`config.mk`:
```
export PLATFORM = sky130hd
export DESIGN_NAME = tp1_montre_cpu_oci_dct_packer
export DESIGN_NICKNAME = d
export VERILOG_FILES = /design/src/rtl/tp1_montre_cpu_oci_dct_packer.sv
export SDC_FILE = /design/constraint.sdc
export NUM_CORES = 1
export LEC_CHECK = 0
export CORE_MARGIN = 1.5
export CORE_UTILIZATION = 45
export DETAILED_ROUTE_END_ITERATION = 16
export PLACE_DENSITY = 0.79
export SLEW_MARGIN = 30
export SYNTH_ARGS = -nofsm -noshare
export SYNTH_HDL_FRONTEND = slang
export SYNTH_SLANG_ARGS = --single-unit
```
`constraint.sdc`:
```
create_clock -name clk -period 6.25 [get_ports clk]
set_clock_uncertainty 0.05 [all_clocks]
set_input_delay 0.9375 -clock clk [delete_from_list [all_inputs] [get_ports clk]]
set_output_delay 0.9375 -clock clk [all_outputs]
set_load 0.02 [all_outputs]
```
`src/rtl/tp1_montre_cpu_oci_dct_packer.sv`:
```
// ---------------------------------------------------------------------------
// tp1_montre_cpu_oci_dct_packer
//
// Purpose: writer side of the OCI DCT trace path. The block packs 2-bit
// atoms into a 30-bit frame and counts them. It hands completed or flushed
// frames to the trace FIFO over a valid/ready handshake. The atom stream
// cannot be stalled, so atoms that arrive while both the accumulator and the
// output register are full are dropped and counted.
//
// Ports:
//   clk, reset_n              system clock, async active-low reset
//   trace_enable              atoms accepted only while high; a 1->0 edge
//                             emits any partial frame
//   atom_valid, atom_code     atom input
//   flush                     pulse: emit the partial frame
//   frame_valid/frame_ready   output handshake
//   frame_data, frame_count   packed atoms (oldest in the highest bits), 1..15
//   overflow, drop_count      sticky drop flag, saturating drop counter
//   frame_timestamp           (TP1_MONTRE_DCT_TIMESTAMP_EN only) cycle count
//                             sampled when the frame's first atom was accepted
//
// Optional feature macro: TP1_MONTRE_DCT_TIMESTAMP_EN
//
// state        | meaning
// -------------+-----------------------------------------------------------
// S_EMPTY      | accumulator holds no atoms
// S_FILLING    | 1..14 atoms held, no emit pending
// S_FULL_WAIT  | 15 atoms held, waiting for the output register; drops atoms
// S_PEND_FLUSH | partial frame must be emitted; still appending atoms
// ---------------------------------------------------------------------------
module tp1_montre_cpu_oci_dct_packer #(
    parameter int ATOM_W = 2,
    parameter int ATOMS  = 15,
    parameter int CNT_W  = 4,
    parameter int BUF_W  = 30
) (
    input  logic              clk,
    input  logic              reset_n,
    input  logic              trace_enable,
    input  logic              atom_valid,
    input  logic [ATOM_W-1:0] atom_code,
    input  logic              flush,
    output logic              frame_valid,
    input  logic              frame_ready,
    output logic [BUF_W-1:0]  frame_data,
    output logic [CNT_W-1:0]  frame_count,
    output logic              overflow,
    output logic [7:0]        drop_count
`ifdef TP1_MONTRE_DCT_TIMESTAMP_EN
    ,
    output logic [15:0]       frame_timestamp
`endif
);

    typedef enum logic [1:0] {
        S_EMPTY,
        S_FILLING,
        S_FULL_WAIT,
        S_PEND_FLUSH
    } state_t;

    localparam logic [CNT_W-1:0] CNT_LAST = CNT_W'(ATOMS - 1);
    localparam logic [CNT_W-1:0] CNT_FULL = CNT_W'(ATOMS);
    localparam logic [CNT_W-1:0] CNT_ONE  = CNT_W'(1);

    state_t             r_state;
    logic [BUF_W-1:0]   r_acc;
    logic [CNT_W-1:0]   r_cnt;
    logic               r_te_q;

    state_t             w_state_nxt;
    logic [BUF_W-1:0]   w_acc_nxt;
    logic [CNT_W-1:0]   w_cnt_nxt;
    logic               w_emit;
    logic [BUF_W-1:0]   w_emit_data;
    logic [CNT_W-1:0]   w_emit_cnt;
    logic               w_drop;
    logic               w_first;

    logic               w_accept;
    logic               w_te_fall;
    logic               w_out_free;
    logic [BUF_W-1:0]   w_acc_app;
    logic [BUF_W-1:0]   w_acc_new;

    assign w_accept   = atom_valid && trace_enable;
    assign w_te_fall  = r_te_q && !trace_enable;
    // A transfer this cycle frees the output register for a same-cycle reload.
    assign w_out_free = !frame_valid || frame_ready;
    assign w_acc_app  = {r_acc[BUF_W-ATOM_W-1:0], atom_code};
    assign w_acc_new  = {{(BUF_W-ATOM_W){1'b0}}, atom_code};

    always_comb begin
        w_state_nxt = r_state;
        w_acc_nxt   = r_acc;
        w_cnt_nxt   = r_cnt;
        w_emit      = 1'b0;
        w_emit_data = r_acc;
        w_emit_cnt  = r_cnt;
        w_drop      = 1'b0;
        w_first     = 1'b0;
        case (r_state)
            S_EMPTY: begin
                // A flush with nothing held is simply ignored.
                if (w_accept) begin
                    w_acc_nxt   = w_acc_new;
                    w_cnt_nxt   = CNT_ONE;
                    w_first     = 1'b1;
                    w_state_nxt = S_FILLING;
                end
            end
            S_FILLING, S_PEND_FLUSH: begin
                if (w_accept && r_cnt == CNT_LAST) begin
                    // The completing atom always belongs to its own frame.
                    w_emit_data = w_acc_app;
                    w_emit_cnt  = CNT_FULL;
                    if (w_out_free) begin
                        w_emit      = 1'b1;
                        w_acc_nxt   = '0;
                        w_cnt_nxt   = '0;
                        w_state_nxt = S_EMPTY;
                    end else begin
                        w_acc_nxt   = w_acc_app;
                        w_cnt_nxt   = CNT_FULL;
                        w_state_nxt = S_FULL_WAIT;
                    end
                end else if (r_state == S_PEND_FLUSH || flush || w_te_fall) begin
                    if (w_out_free) begin
                        // Emitted frame excludes a same-cycle atom; that atom
                        // opens the next frame.
                        w_emit = 1'b1;
                        if (w_accept) begin
                            w_acc_nxt   = w_acc_new;
                            w_cnt_nxt   = CNT_ONE;
                            w_first     = 1'b1;
                            w_state_nxt = S_FILLING;
                        end else begin
                            w_acc_nxt   = '0;
                            w_cnt_nxt   = '0;
                            w_state_nxt = S_EMPTY;
                        end
                    end else begin
                        w_state_nxt = S_PEND_FLUSH;
                        if (w_accept) begin
                            w_acc_nxt = w_acc_app;
                            w_cnt_nxt = r_cnt + 1'b1;
                        end
                    end
                end else if (w_accept) begin
                    w_acc_nxt = w_acc_app;
                    w_cnt_nxt = r_cnt + 1'b1;
                end
            end
            S_FULL_WAIT: begin
                if (w_out_free) begin
                    w_emit = 1'b1;
                    if (w_accept) begin
                        w_acc_nxt   = w_acc_new;
                        w_cnt_nxt   = CNT_ONE;
                        w_first     = 1'b1;
                        w_state_nxt = S_FILLING;
                    end else begin
                        w_acc_nxt   = '0;
                        w_cnt_nxt   = '0;
                        w_state_nxt = S_EMPTY;
                    end
                end else if (w_accept) begin
                    w_drop = 1'b1;
                end
            end
            default: begin
                w_acc_nxt   = '0;
                w_cnt_nxt   = '0;
                w_state_nxt = S_EMPTY;
            end
        endcase
    end

    always_ff @(posedge clk or negedge reset_n) begin
        if (!reset_n) begin
            r_state     <= S_EMPTY;
            r_acc       <= '0;
            r_cnt       <= '0;
            r_te_q      <= 1'b0;
            frame_valid <= 1'b0;
            frame_data  <= '0;
            frame_count <= '0;
            overflow    <= 1'b0;
            drop_count  <= '0;
        end else begin
            r_state <= w_state_nxt;
            r_acc   <= w_acc_nxt;
            r_cnt   <= w_cnt_nxt;
            r_te_q  <= trace_enable;
            if (w_emit) begin
                frame_valid <= 1'b1;
                frame_data  <= w_emit_data;
                frame_count <= w_emit_cnt;
            end else if (frame_valid && frame_ready) begin
                frame_valid <= 1'b0;
            end
            if (w_drop) begin
                overflow <= 1'b1;
                if (drop_count != 8'hFF) begin
                    drop_count <= drop_count + 8'd1;
                end
            end
        end
    end

`ifdef TP1_MONTRE_DCT_TIMESTAMP_EN
    logic [15:0] r_ts;
    logic [15:0] r_acc_ts;

    always_ff @(posedge clk or negedge reset_n) begin
        if (!reset_n) begin
            r_ts            <= '0;
            r_acc_ts        <= '0;
            frame_timestamp <= '0;
        end else begin
            r_ts <= r_ts + 16'd1;
            if (w_first) begin
                r_acc_ts <= r_ts;
            end
            // Old start stamp goes out even if a new frame starts this cycle.
            if (w_emit) begin
                frame_timestamp <= r_acc_ts;
            end
        end
    end
`endif

endmodule
```
==> results.yml <==
sta:
  grt_setup_unrepaired: "false"
  setup_viol: 0
  fin_crit_ps: 3060
  fin_tns_setup_ps: 0
  final.period_utilization_pct: 48.9
  max_clock_freq_mhz: 327
  hold_viol_final: 0
  slew_viol_final: 0
  slew_headroom_pct: 33.9
  tightest_slew_ps: 989
  whs_ps: 429
global_routing:
  met1_usage_pct: 25.1
  grt_pass1_vias: 2642
  grt_max_degree: 82
  grt_use_total_pct: 17.9
  met3_usage_pct: 4.08
  grtUsageMet2_pct: 25.8
  grt-ovfl-total: 0
  grt_pass1_wl_um: 13600
  antenna_found_initial: 0
  grt-busiest-layer: "met2"
critical_path:
  reg2reg_depth: 4
  startpoint: "trace_enable"
  ff2ff_setup_slack_ps: 3550
  endpoint: "frame_data[27]"
  cp_data_required_time_ps: 6450
  timing.critical_path.to_type: "flip-flop"
  critPathKind: "primary input to flip-flop"
  start_kind: "primary input"
  cp.arrival_ps: 3260
  crit_path_max_fanout: 33
  reg2reg_to: "frame_data[27]"
  regToRegStartpoint: "r_state[0]"
drt:
  wirelength_um: 8140
  drtIter0Drc: 119
  wl_per_cell_um: 16.5
  drcViolationCount: 0
  routed_via_density: 5.50
  drt-pass1-iter-count: 4
  num_vias: 2717
  ant_nets: 0
yosys:
  synthSimpleGateAreaFrac_pct: 10.9
  synth_warnings: 0
  synth_compound_area_share_pct: 10.9
  muxShareOfSynthArea_pct: 21.3
  synth.most_common_cell: "dfrtp_1"
  syn-instance-count: 338
  synth-async-reset-ratio_pct: 100
  synth_edf_count: 0
  synth_top_area_share_pct: 50.0
  ys_seq_elements: 81
  syn_area_um2: 4050
  synth_area_per_cell_um2: 12.0
  synth_top_family_by_area: "multiplexers"
  syn_nets: 349
  synth.area.top_cells: "dfrtp_1 50%, mux2_4 11%, mux2_2 9.4%, nand2_1 5.3%, a21oi_1 3.8%"
  synth_top_area_cell: "dfrtp_1"
  yosysSeqAreaShare_pct: 50.0
  synth_cell_type_count: 50
  ys.flop_type: "dfrtp_1"
  synth_adder_area_share_pct: 0.926
  post_synth_xor_area_fraction_pct: 1.51
  synth_common_cells: "81 x dfrtp_1, 57 x nand2_1, 34 x mux2_2"
power:
  p_per_area_nw_per_um2: 293
  vdd_drop_max_v: 0.000147
  cell_internal_pwr_uw: 977
  p_comb_share_pct: 23.7
  swShare_pct: 30.3
  clock_power_share_pct: 31.3
  power_leakage_nw: 2.09
  seqPwrFrac_pct: 45.0
  switchingPower_uw: 424
floorplan:
  core_um2: 8720
  die_h_um: 97.9
  die_w_um: 97.9
  row_count: 34
  ios: 52
  start_util_pct: 46.5
  design.die.area_um2: 9580
final_layout:
  syn_to_final_growth_pct: 17.9
  register_area_um2: 2030
  final_area_um2: 4780
  drive_gt1_share_pct: 25.1
  multiInputGateArea_um2: 1860
  n_antenna_cell: 0
  fin_util_pct: 54.8
  fillers: 711
  nets: 392
clock_network:
  h-tree-depth: 3
  cts_setup_buffers: 0
  cts_tree: "yes"
  insertion_delay_ps: 360
  ctsHoldBuffers: 0
  cts-buffers-inserted: 9
  path_clk_slew_ps: 80
  cts_resized: 0
  cts_buffer_depth: 2
  cts-root-buf: "clkbuf_8"
  cts.sinks: 81
status:
  status: "complete, no violations"
placed_design:
  gp_congestion: 0.804
  io_buffers: 51
  place_area_um2: 4540
  dp_hpwl_um: 5020
min_path:
  min_path_type: "flip-flop to flip-flop"
  hold_depth: 1
flow_run:
  maxCapViolations: 0
## logic make-up after synthesis
| logic type | Yosys count |
|---|---|
| AOI/OAI and AO/OA | 61 |
| xor gates and xnor gates | 7 |
| adders and majority gates | 3 |
| buffers and inverters | 23 |
| DFF | 81 |
| muxes | 67 |
| and+or+nand+nor | 96 |
## registers in the layout, indices dropped and copies added (netlist names)
name,cells
overflow,1
r_cnt,4
drop_count,8
frame_data,30
frame_count,4
r_te_q,1
r_acc,30
frame_valid,1
r_state,2
## final cells by class
cell class              instances  area share (%)
flip-flops and latches         81            42.4
multi-input cells             234            38.9
repair buffers                 51            10.7
clock buffers                  12            3.25
well taps                     108            2.83
clock inverters                 4            1.57
inverters                       4           0.314
## worst min-delay path by stage
stage	from	slack [ps]	endpoint
final	overflow	430	overflow
after global routing	overflow	450	overflow
after CTS	overflow	440	overflow
after detailed placement	overflow	420	overflow
after global placement	overflow	420	overflow
after floorplan	r_acc[28]	450	r_acc[28]
## critical path, stage by stage
cell and delay [ps]:
clkdlybuf4s50_1 610, nand3_2 200, nor2_4 800, mux2_2 440, mux2_4 260
## layout by cell type, fill, tap and decap left out, types with 4 or more instances in the layout
master,netlist,final
inv_1,4,4
nand3_1,5,5
mux2_2,34,34
o21ai_0,5,5
mux2_4,29,29
xor2_1,6,6
nand2_1,57,57
a21oi_1,31,31
clkbuf_8,0,11
nor2_1,12,12
clkdlybuf4s50_1,0,50
dfrtp_1,81,81
nor3_1,4,4
o22ai_1,4,4
## per-stage QoR
step,setup slack (ps),power [mW],std cells
2_1_floorplan,4090,0.880,338
3_3_place_gp,2850,0.961,478
3_5_place_dp,2850,0.969,478
4_1_cts,3240,1.41,494
5_1_grt,3110,1.46,494
6_report,3190,1.40,494
## power groups by stage
stage	Clock, mW	Sequential, mW	Combinational (mW)
detailed placement	0	0.638	0.331
global route	0.468	0.638	0.355
finish	0.438	0.630	0.332
floorplan	0	0.656	0.224
CTS	0.447	0.630	0.333
global placement	0	0.637	0.324
## per-layer routing
metal	vias to the layer above	share of wire (%)
met5	-	0
li1	1272	-
met2	72	46
met1	1351	47
met3	22	3.9
met4	0	3.0
Note: power is estimated with default switching activity, not from simulation.
